<file path="config.mk">
export PLATFORM = sky130hd
export DESIGN_NAME = up_down_counter
export DESIGN_NICKNAME = d
export VERILOG_FILES = /design/src/rtl/up_down_counter_pkg.sv /design/src/rtl/up_down_counter_next_value.sv /design/src/rtl/up_down_counter.sv
export SDC_FILE = /design/constraint.sdc
export NUM_CORES = 1
export LEC_CHECK = 0
export ABC_AREA = 1
export CAP_MARGIN = 0
export CORE_AREA = 2 2 39 41
export CTS_BUF_LIST = sky130_fd_sc_hd__clkbuf_4
export DETAILED_ROUTE_END_ITERATION = 8
export DIE_AREA = 0 0 41 43
export PLACE_DENSITY = 0.73
export SETUP_SLACK_MARGIN = 0.1
export SYNTH_ARGS = -nofsm -noshare
export SYNTH_HDL_FRONTEND = slang
export SYNTH_SLANG_ARGS = --single-unit
</file>
<file path="constraint.sdc">
create_clock -name i_clk -period 1.6 [get_ports i_clk]
set_input_delay 0.16 -clock i_clk [delete_from_list [all_inputs] [get_ports i_clk]]
set_output_delay 0.16 -clock i_clk [all_outputs]
set_load 0.005 [all_outputs]
</file>
<file path="src/rtl/up_down_counter_pkg.sv">
// -----------------------------------------------------------------------------
// up_down_counter_pkg
//   Shared types and constants for the up_down_counter block.
//   - udc_op_e          : priority-decoded operation applied at the next edge
//   - UDC_DEFAULT_WIDTH : default counter width
//   - UDC_MIN_WIDTH     : smallest legal counter width
// Configuration macro used by the block: UDC_WRAP_EN (see udc_next_value).
// -----------------------------------------------------------------------------
package up_down_counter_pkg;

  typedef enum logic [1:0] {
    UDC_HOLD = 2'd0,
    UDC_LOAD = 2'd1,
    UDC_DEC  = 2'd2,
    UDC_INC  = 2'd3
  } udc_op_e;

  localparam int UDC_DEFAULT_WIDTH = 5;
  localparam int UDC_MIN_WIDTH     = 2;

endpackage : up_down_counter_pkg

</file>
<file path="src/rtl/up_down_counter_next_value.sv">
// -----------------------------------------------------------------------------
// udc_next_value
//   Purely combinational next-count calculation for up_down_counter.
//   Configuration: `define UDC_WRAP_EN for modulo arithmetic (max+1 -> 0,
//   0-1 -> max); default build saturates at both ends.
// Ports:
//   i_count   in   DATA_WIDTH  current counter register value
//   i_op      in   udc_op_e    priority-decoded operation
//   i_in      in   DATA_WIDTH  parallel load value
//   o_next    out  DATA_WIDTH  value to write when o_update is high
//   o_update  out  1           1 when the register must take o_next; 0 for
//                              hold, including a saturated boundary step
// -----------------------------------------------------------------------------
module udc_next_value
  import up_down_counter_pkg::*;
#(
  parameter int DATA_WIDTH = UDC_DEFAULT_WIDTH
) (
  input  logic [DATA_WIDTH-1:0] i_count,
  input  udc_op_e               i_op,
  input  logic [DATA_WIDTH-1:0] i_in,
  output logic [DATA_WIDTH-1:0] o_next,
  output logic                  o_update
);

  localparam logic [DATA_WIDTH-1:0] C_MAX  = '1;
  localparam logic [DATA_WIDTH-1:0] C_ZERO = '0;

  always_comb begin
    // NOTE: every output gets a default before the case so that no path
    // leaves it unassigned; otherwise synthesis infers a latch.
    o_next   = i_count;
    o_update = 1'b0;
    case (i_op)
      UDC_LOAD: begin
        o_next   = i_in;
        o_update = 1'b1;
      end
      UDC_DEC: begin
        if (i_count == C_ZERO) begin
`ifdef UDC_WRAP_EN
          o_next   = C_MAX;
          o_update = 1'b1;
`endif
        end else begin
          o_next   = i_count - 1'b1;
          o_update = 1'b1;
        end
      end
      UDC_INC: begin
        if (i_count == C_MAX) begin
`ifdef UDC_WRAP_EN
          o_next   = C_ZERO;
          o_update = 1'b1;
`endif
        end else begin
          o_next   = i_count + 1'b1;
          o_update = 1'b1;
        end
      end
      default: begin
        o_next   = i_count;
        o_update = 1'b0;
      end
    endcase
  end

endmodule : udc_next_value

</file>
<file path="src/rtl/up_down_counter.sv">
// -----------------------------------------------------------------------------
// up_down_counter
//   Loadable up/down binary counter with all-ones / zero flags.
//   Priority per rising edge: load > down > up > hold. Saturates at both ends
//   unless built with `define UDC_WRAP_EN, which selects modulo arithmetic.
// Ports:
//   i_clk      in   1           rising-edge clock
//   i_rst_n    in   1           asynchronous active-low reset
//   i_in       in   DATA_WIDTH  parallel load value
//   i_load     in   1           load i_in
//   i_up       in   1           increment request
//   i_down     in   1           decrement request (beats i_up)
//   o_counter  out  DATA_WIDTH  registered count
//   o_low      out  1           count == 0
//   o_high     out  1           count == all ones
// -----------------------------------------------------------------------------
module up_down_counter
  import up_down_counter_pkg::*;
#(
  parameter int DATA_WIDTH = UDC_DEFAULT_WIDTH
) (
  input  logic                  i_clk,
  input  logic                  i_rst_n,
  input  logic [DATA_WIDTH-1:0] i_in,
  input  logic                  i_load,
  input  logic                  i_up,
  input  logic                  i_down,
  output logic [DATA_WIDTH-1:0] o_counter,
  output logic                  o_low,
  output logic                  o_high
);

  logic [DATA_WIDTH-1:0] r_count;
  logic [DATA_WIDTH-1:0] w_next;
  logic                  w_update;
  udc_op_e               w_op;

  // Priority decode. An unknown request falls through to a lower-priority
  // branch (ultimately hold), so the operation is always a legal encoding and
  // the register never captures X.
  always_comb begin
    w_op = UDC_HOLD;
    if (i_load) begin
      w_op = UDC_LOAD;
    end else if (i_down) begin
      w_op = UDC_DEC;
    end else if (i_up) begin
      w_op = UDC_INC;
    end
  end

  udc_next_value #(
    .DATA_WIDTH (DATA_WIDTH)
  ) u_next_value (
    .i_count  (r_count),
    .i_op     (w_op),
    .i_in     (i_in),
    .o_next   (w_next),
    .o_update (w_update)
  );

  always_ff @(posedge i_clk or negedge i_rst_n) begin
    if (!i_rst_n) begin
      r_count <= '0;
    end else if (w_update) begin
      // NOTE: state registers use non-blocking assignment so every flop
      // samples pre-edge values, independent of process ordering.
      r_count <= w_next;
    end
  end

  // Flags decode the register directly, so they move with o_counter and
  // follow reset asynchronously. Zero and all-ones are distinct for width >= 2.
  assign o_counter = r_count;
  assign o_low     = (r_count == '0);
  assign o_high    = (r_count == '1);

endmodule : up_down_counter

</file>
Word level (Yosys, flattened, before mapping)
Index checks and enable logic that the tools add are counted.

Equality and inequality tests: 6. Add/sub/neg operators: 2. Reductions and logical operators: 3. Mux-type cells: 9.

Operators by type and width (count): one-hot mux 5 bit (3 select lines) (1); two-way mux 5 bit (2); two-way mux 2 bit (3); adder 5 x 1 -> 5 bit (second input constant) (1); equality test 5 bit (second input constant) (1); zero test 5 bit (1); subtractor 5 x 1 -> 5 bit (second input constant) (1); equality test 2 bit (second input constant) (2); inequality test 2 bit (second input constant) (2); AND reduction 4 bit (1); one-hot mux 1 bit (3 select lines) (1); nonzero test 3 bit (1); equality test 2 x 1 -> 1 bit (second input constant) (1); two-way mux 1 bit (2).

Register bits after elaboration: 5. Input bits: 10. Word-level logic and storage cells: 21.

Depth between registers and ports, before layout
Gate-level depths: netlist (run 1).

Depth in word-level cells: 6. Gate-level depth with buffers: 13. Gate-level depth less buffers: 13.

By module
From an unflattened synthesis (run 1), not the netlist that was laid out.

Cells, all modules: 103. Area, all modules: 643.1 um^2.

Modules (own cells, without submodules): udc_next_value (seq. area each 0.0 um^2, cells each 71, area an instance 394.1 um^2, instances 1); up_down_counter (seq. area each 125.1 um^2, cells each 32, area an instance 249.0 um^2, instances 1).

Worst setup path after synthesis (run 1)
OpenSTA, ideal clock, no wires.

Path kind: input-to-reg. Start point: input i_down. End point: register r_count[3] (netlist: o_counter[3]). Library setup time: 120 ps. Stages: 11. Slack: -94 ps. Arrival time: 1574 ps. Path through: nor2_1 nor2_1 ha_1 inv_1 ha_1 a21oi_1 nand3_1 nand3_1 nand2_1 nand2_1 nand2_1.

Word-level cells in the longest chain between the ends: 5. Elaborated cells between the ends (all ways): 11. Those cells by class: eq/ne (5); mux (4); reduce/logical (2).

RTL lines: from (decl) (RTL line up_down_counter.sv:27) `input logic i_down,`; two-way mux 2 bit * (RTL line up_down_counter.sv:45) `end else if (i_down) begin`; two-way mux 2 bit * (RTL line up_down_counter.sv:43) `if (i_load) begin`; equality test 2 bit / equality test 2 x 1 -> 1 bit (equally long branches) (RTL line up_down_counter_next_value.sv:34) `case (i_op)`; one-hot mux 1 bit (3 select lines) (tied with other cells) (RTL line up_down_counter_next_value.sv:34); AND reduction 4 bit (no source line); to (signal assigned) (RTL line up_down_counter.sv:68) `r_count <= w_next;`; to (decl) (RTL line up_down_counter.sv:33) `logic [DATA_WIDTH-1:0] r_count;`.

Every way passes the cells marked *; elsewhere a longest branch is shown, timed or not. A chain may end at the register's enable or synchronous reset.

Final worst setup path (run 1)
Start point: register r_count[0] (netlist: o_counter[0]). End point: register r_count[4] (netlist: o_counter[4]).

Word-level cells in the longest chain between the ends: 4. Elaborated cells between the ends (all ways): 13. Those cells by class: add/sub (2); eq/ne (3); mux (6); reduce/logical (2).

RTL lines: branches (longest 4 deep; another with adder 5 x 1 -> 5 bit).

Several ways; the timed one is not identified. The select of a mux whose other input is x is not followed.

==> qor.txt, run 1 <==
cell taking the most area after synthesis = dfrtp_1
initial core utilization = 40.14%
Top FF cell, synth = dfrtp_1
vias in the first global route = 597
DRC viols = 0
vias = 643
total power draw = 0.001200 W
Clock Tree Buf Depth = 2
Root Buffer = clkbuf_4
Setup crit start kind = register
largest cells by area after synthesis = dfrtp_1 (23%), nand2_1 (15%), ha_1 (11%)
DR iter-0 viols = 6
Mapped Cells = 78
Die W = 41 um
Hold Vio Cnt, Final = 0
Synth async-reset ratio = 100.0%
Lkg Pwr = 0.4723 nW
CTS clock-pin slew for the worst setup and hold paths = 0.04 ns
relative slew slack = 85.07%
most frequent cell after synthesis = nand2_1
Tot GR Track Use = 20.67%
global-route wire length before repair = 2463 um
GRT overflow = 0
Fillers = 113
Min-Delay Path Class = input pin to async pin
# rows = 14
clk sinks = 5
Final setup viols = 0
status = finished clean
H-Tree Depth = 1
WP data required = 1.78 ns
peak supply drop = 0.4738 mV
post-synthesis cell type count = 19
worst skew pair latency = 0.25 ns
Post-DP HPWL = 1124 um
number of I/O port buffers = 16
Least-Margin Pin Slew = 0.2232 ns
Synth top area share = 22.52%
CTS Buf Count = 3
maximum fanout along the worst path = 2
Worst R2R Start = o_counter[0]$_DFFE_PN0P_
placeable core region = 1384 um2
Min Clock Period, post-route = 1.460 ns
Nets = 130
P per Cell Area = 1236 nW/um2
total wire length = 1519 um
critical path type = register to register
Worst Path Arrival = 1.64 ns
total of max-cap violations = 0
Tcrit/Tclk final = 91.24%
mean post-synth cell area = 7.122 um2
largest net degree at the start of global routing = 8
Initial DRT Pass Iterations = 4
worst flop-to-flop path endpoint = o_counter[4]$_DFFE_PN0P_
Post-DRT Antenna Nets = 0
f_max = 685.0 MHz
RSZ-0062 raised after global routing = true
Syn Nets = 94
area grow syn2layout = 74.77%
IO Count = 17
flip-flop and latch count after synthesis = 5
Total Neg Setup Slack = 0 ns
Synth top cells by count = nand2_1 (22), inv_1 (10), nand3_1 (7)
die area = 1763 um2
share of layout cells above drive strength 1 = 45.13%
EDFF count, synth = 0
Die Y = 43 um
# hold bufs at CTS = 0
vias per inst = 4.984
Routability Congestion = 0.8276
Post-Syn Area = 555.5 um2
register area share after synthesis = 22.52%
max reg flops = 5
initial antenna violation count = 0
Crit. End Element = register
Ant. Diodes = 0
routed len/inst = 11.78 um
R2R setup slack = 0.14 ns
Final Slew Violations = 0
yosys warns = 0
FF-to-FF path depth = 10
clk_skew = 0.002892 ns
CTS tree = done
Hold Slack = 0.1316 ns
final cells by class:
cell class | instances | area [um2] | share of cell area (%)
multi-input cells | 63 | 481.7 | 49.61
inverters | 10 | 45.04 | 4.639
well taps | 16 | 20.02 | 2.062
clock buffers | 4 | 30.03 | 3.093
repair buffers | 31 | 266.5 | 27.45
flip-flops and latches | 5 | 127.6 | 13.14
critical path: stages (launching register included):
cell     delay, ns
dfrtp_1       0.38
buf_6         0.11
inv_2         0.04
fa_2          0.40
inv_2         0.06
nand3_2       0.08
nand2_2       0.08
nand2_2       0.05
nand3_2       0.06
nand3_2       0.07
nand2_1       0.06
what timing repair did:
action | CTS | global route
setup endpoints to repair | 7 | 6
pin swaps | 3 | 6
resized for setup | 15 | 22
buffers inserted | 5 | 2
placed cells by master (no fill, tap or decap), types with 2 or more instances in the layout:
master / synthesis / layout
a21oi_2: 0 / 2
buf_4: 0 / 13
buf_6: 0 / 2
clkbuf_2: 0 / 3
clkbuf_4: 0 / 4
clkdlybuf4s50_1: 0 / 10
dfrtp_1: 5 / 3
dfrtp_2: 0 / 2
ha_1: 5 / 2
ha_4: 0 / 3
inv_1: 10 / 5
inv_2: 0 / 3
nand2_1: 22 / 20
nand2_2: 0 / 2
nand2_4: 2 / 2
nand3_1: 7 / 4
nand3_2: 1 / 4
nor2_1: 6 / 2
nor2_2: 0 / 4
o21ai_0: 6 / 4
o21ai_1: 2 / 4
or2_1: 2 / 2
layer usage:
| layer | vias up | wire [um] | part of all wire, % | global-route usage [%] |
|---|---|---|---|---|
| met3 | 2 | 53 | 3.5 | 2.094 |
| met4 | 0 | 22 | 1.4 | 10.00 |
| met2 | 16 | 839 | 55 | 31.87 |
| met1 | 298 | 604 | 40 | 27.48 |
| met5 | - | 0 | 0 | 0 |
| li1 | 327 | - | - | - |
power breakdown:
| part | internal [W] | switching, W | total [W] |
|---|---|---|---|
| combinational | 0.000431 | 0.000393 | 0.000824 |
| clock | 0.000111 | 0.0000551 | 0.000167 |
| sequential | 0.000173 | 0.0000369 | 0.000210 |
| total | 0.000715 | 0.000485 | 0.00120 |
cells by family after synthesis:
logic type / synth area share (%)
AOI/OAI and AO/OA: 13.29
and+or+nand+nor: 40.99
DFF: 22.52
buffers and inverters: 6.757
xor gates and xnor gates: 1.577
adders and majority gates: 14.87
worst max-delay path by stage:
stage,startpoint,endpoint,slack (ns),depth (start not counted)
5_1_grt,o_counter[1]$_DFFE_PN0P_,o_counter[4]$_DFFE_PN0P_,0.05,10
4_1_cts,i_down,o_counter[4]$_DFFE_PN0P_,0.02,12
3_5_place_dp,i_down,o_counter[4]$_DFFE_PN0P_,-0.53,13
2_1_floorplan,i_down,o_counter[4]$_DFFE_PN0P_,0.12,10
6_report,o_counter[0]$_DFFE_PN0P_,o_counter[4]$_DFFE_PN0P_,0.14,10
3_3_place_gp,i_down,o_counter[3]$_DFFE_PN0P_,-0.44,13
stage by stage:
step / utilization (%) / setup slack (ns) / cell area [um2] / std cells
after floorplan: - / 0.1201 / 595.6 / 78
after CTS: 66.91 / 0.02480 / 925.9 / 127
final: 70.16 / 0.1401 / 970.9 / 129
after detailed placement: 60.40 / -0.5285 / 835.8 / 118
after global routing: 70.16 / 0.05395 / 970.9 / 129
after global placement: 60.40 / -0.4357 / 835.8 / 118
(Power assumes the default switching activity.)
==> inputs of run 2 (changes only) <==
GPL_TIMING_DRIVEN = 0   (was not set)
==> qor.txt, run 2 (same netlist as run 1, synthesis figures left out) <==
number of I/O port buffers = 16
RSZ-0062 raised after global routing = true
Fillers = 120
Worst Path Arrival = 1.69 ns
Root Buffer = clkbuf_4
initial core utilization = 40.14%
commonest non-fill, non-tap cell in the layout = nand2_1
routed len/inst = 13.91 um
H-Tree Depth = 1
vias per inst = 5.048
Crit. End Element = register
Psw = 0.0005045 W
CTS clock-pin slew for the worst setup and hold paths = 0.05 ns
clk_skew = 0.0007696 ns
crit path buf inv count = 3
Hold Vio Cnt, Final = 0
Least-Margin Pin Slew = 0.2816 ns
Initial DRT Pass Iterations = 4
die area = 1763 um2
vias = 636
Lkg Pwr = 0.4470 nW
final core occ = 68.99%
initial antenna violation count = 0
Setup crit start kind = register
placed cells = 110
Switching Fraction = 41.96%
DR iter-0 viols = 18
Min-Delay Path Class = input pin to async pin
Routability Congestion = 0.8466
CTS Buf Count = 3
placeable core region = 1384 um2
relative slew slack = 81.03%
P per Cell Area = 1259 nW/um2
Final setup viols = 0
Tot GR Track Use = 21.44%
# hold bufs at CTS = 0
f_max = 667.4 MHz
Design Area, Final = 954.7 um2
Die Y = 43 um
total power draw = 0.001202 W
Post-DP HPWL = 1058 um
Total Neg Setup Slack = 0 ns
share of layout cells above drive strength 1 = 44.55%
Post-DRT Antenna Nets = 0
Logic pwr share = 67.4%
CP top delay family = simple AND/OR/NAND/NOR gates
clk sinks = 5
Min Clock Period, post-route = 1.498 ns
# rows = 14
Cell Chain, Critical Path = buf_6 -> inv_4 -> fa_2 -> inv_2 -> nand3_2 -> nand2_1 -> nand2_1 -> nand3_2 -> nand3_2 -> nand2_1
Die W = 41 um
Internal Power = 0.0006978 W
critical path type = register to register
peak supply drop = 0.5495 mV
vias in the first global route = 604
global-route wire length before repair = 2559 um
total wire length = 1753 um
Tcrit/Tclk final = 93.65%
worst skew pair latency = 0.25 ns
Clock Tree Buf Depth = 2
slowest cell delay on critical path = 0.40 ns
non-filler cells, final = 126
status = finished clean
DRC viols = 0
Nets = 127
max reg flops = 5
Slowest cell on crit path = dfrtp_1
maximum fanout along the worst path = 3
Clock power frac = 14.4%
commonest non-fill, non-tap cells in the layout = nand2_1 (22), clkdlybuf4s50_1 (11), buf_4 (10)
Ant. Diodes = 0
sequential power share = 18.1%
largest net degree at the start of global routing = 8
area grow syn2layout = 71.85%
CTS tree = done
IO Count = 17
WP data required = 1.79 ns
Final Slew Violations = 0
total of max-cap violations = 0
area of placed instances = 775.7 um2
GRT overflow = 0
run 2: changes by cell type in the layout (fill, tap and decap cells not counted), moves of 2 or more:
| cell | delta |
|---|---|
| nand2_1 | +2 |
| nand2_2 | -2 |
| nor2_2 | -2 |
| nor2_4 | +2 |
| buf_4 | -3 |
run 2: timing repair:
action / CTS / global route
pin swaps: 7 / 7
endpoints found under the setup margin: 7 / 6
resized for setup: 22 / 18
buffers inserted: 10 / 2
run 2: stage by stage:
step,hold WS (ns),worst slack [ns]
floorplan,-0.1356,0.1201
global placement,0.4100,-0.5175
detailed placement,0.4081,-0.5473
CTS,0.1500,0.1025
global route,0.1763,0.01568
finish,0.1436,0.1016
run 2: power by group through the flow:
stage | registers [W] | clock network [W] | logic [W]
floorplan | 0.000232 | 0 | 0.000358
global placement | 0.000242 | 0 | 0.000534
finish | 0.000218 | 0.000173 | 0.000811
CTS | 0.000212 | 0.000169 | 0.000715
global route | 0.000219 | 0.000176 | 0.000886
detailed placement | 0.000244 | 0 | 0.000550
run 2: path summary, 6_finish.rpt:
path / startpoint / end / slack (ns) / cells after the start
max reg2reg: o_counter[1]$_DFFE_PN0P_ / o_counter[4]$_DFFE_PN0P_ / 0.10 / 10
min: i_rst_n / o_counter[1]$_DFFE_PN0P_ / 0.14 / 1
min reg2reg: o_counter[4]$_DFFE_PN0P_ / o_counter[4]$_DFFE_PN0P_ / 0.65 / 3
min in group i_clk: i_load / o_counter[4]$_DFFE_PN0P_ / 0.50 / 5
max in group asynchronous: i_rst_n / o_counter[2]$_DFFE_PN0P_ / 1.23 / 1
max: o_counter[1]$_DFFE_PN0P_ / o_counter[4]$_DFFE_PN0P_ / 0.10 / 10
run 2: final cells by class:
cell class / count / area (um2) / share of cell area (%)
timing repair buffer: 28 / 236.5 / 24.77
tap: 16 / 20.02 / 2.097
inverter: 10 / 47.55 / 4.980
sequential: 5 / 128.9 / 13.50
multi-input combinational: 63 / 491.7 / 51.51
clock buffer: 4 / 30.03 / 3.145
run 2: routing by layer:
layer | wire [um] | up-vias | track usage (%)
met4 | 43 | 0 | 10.00
met1 | 686 | 297 | 24.67
met2 | 975 | 19 | 35.31
met3 | 48 | 4 | 4.712
met5 | 0 | - | 0
li1 | - | 316 | -
run 2: worst register-to-register path, delay by kind of cell, from the launching register on:
family,cells,cell delay [ns]
flops,1,0.40
fa+ha+maj,1,0.37
simple gates,6,0.43
buf+inv,3,0.23
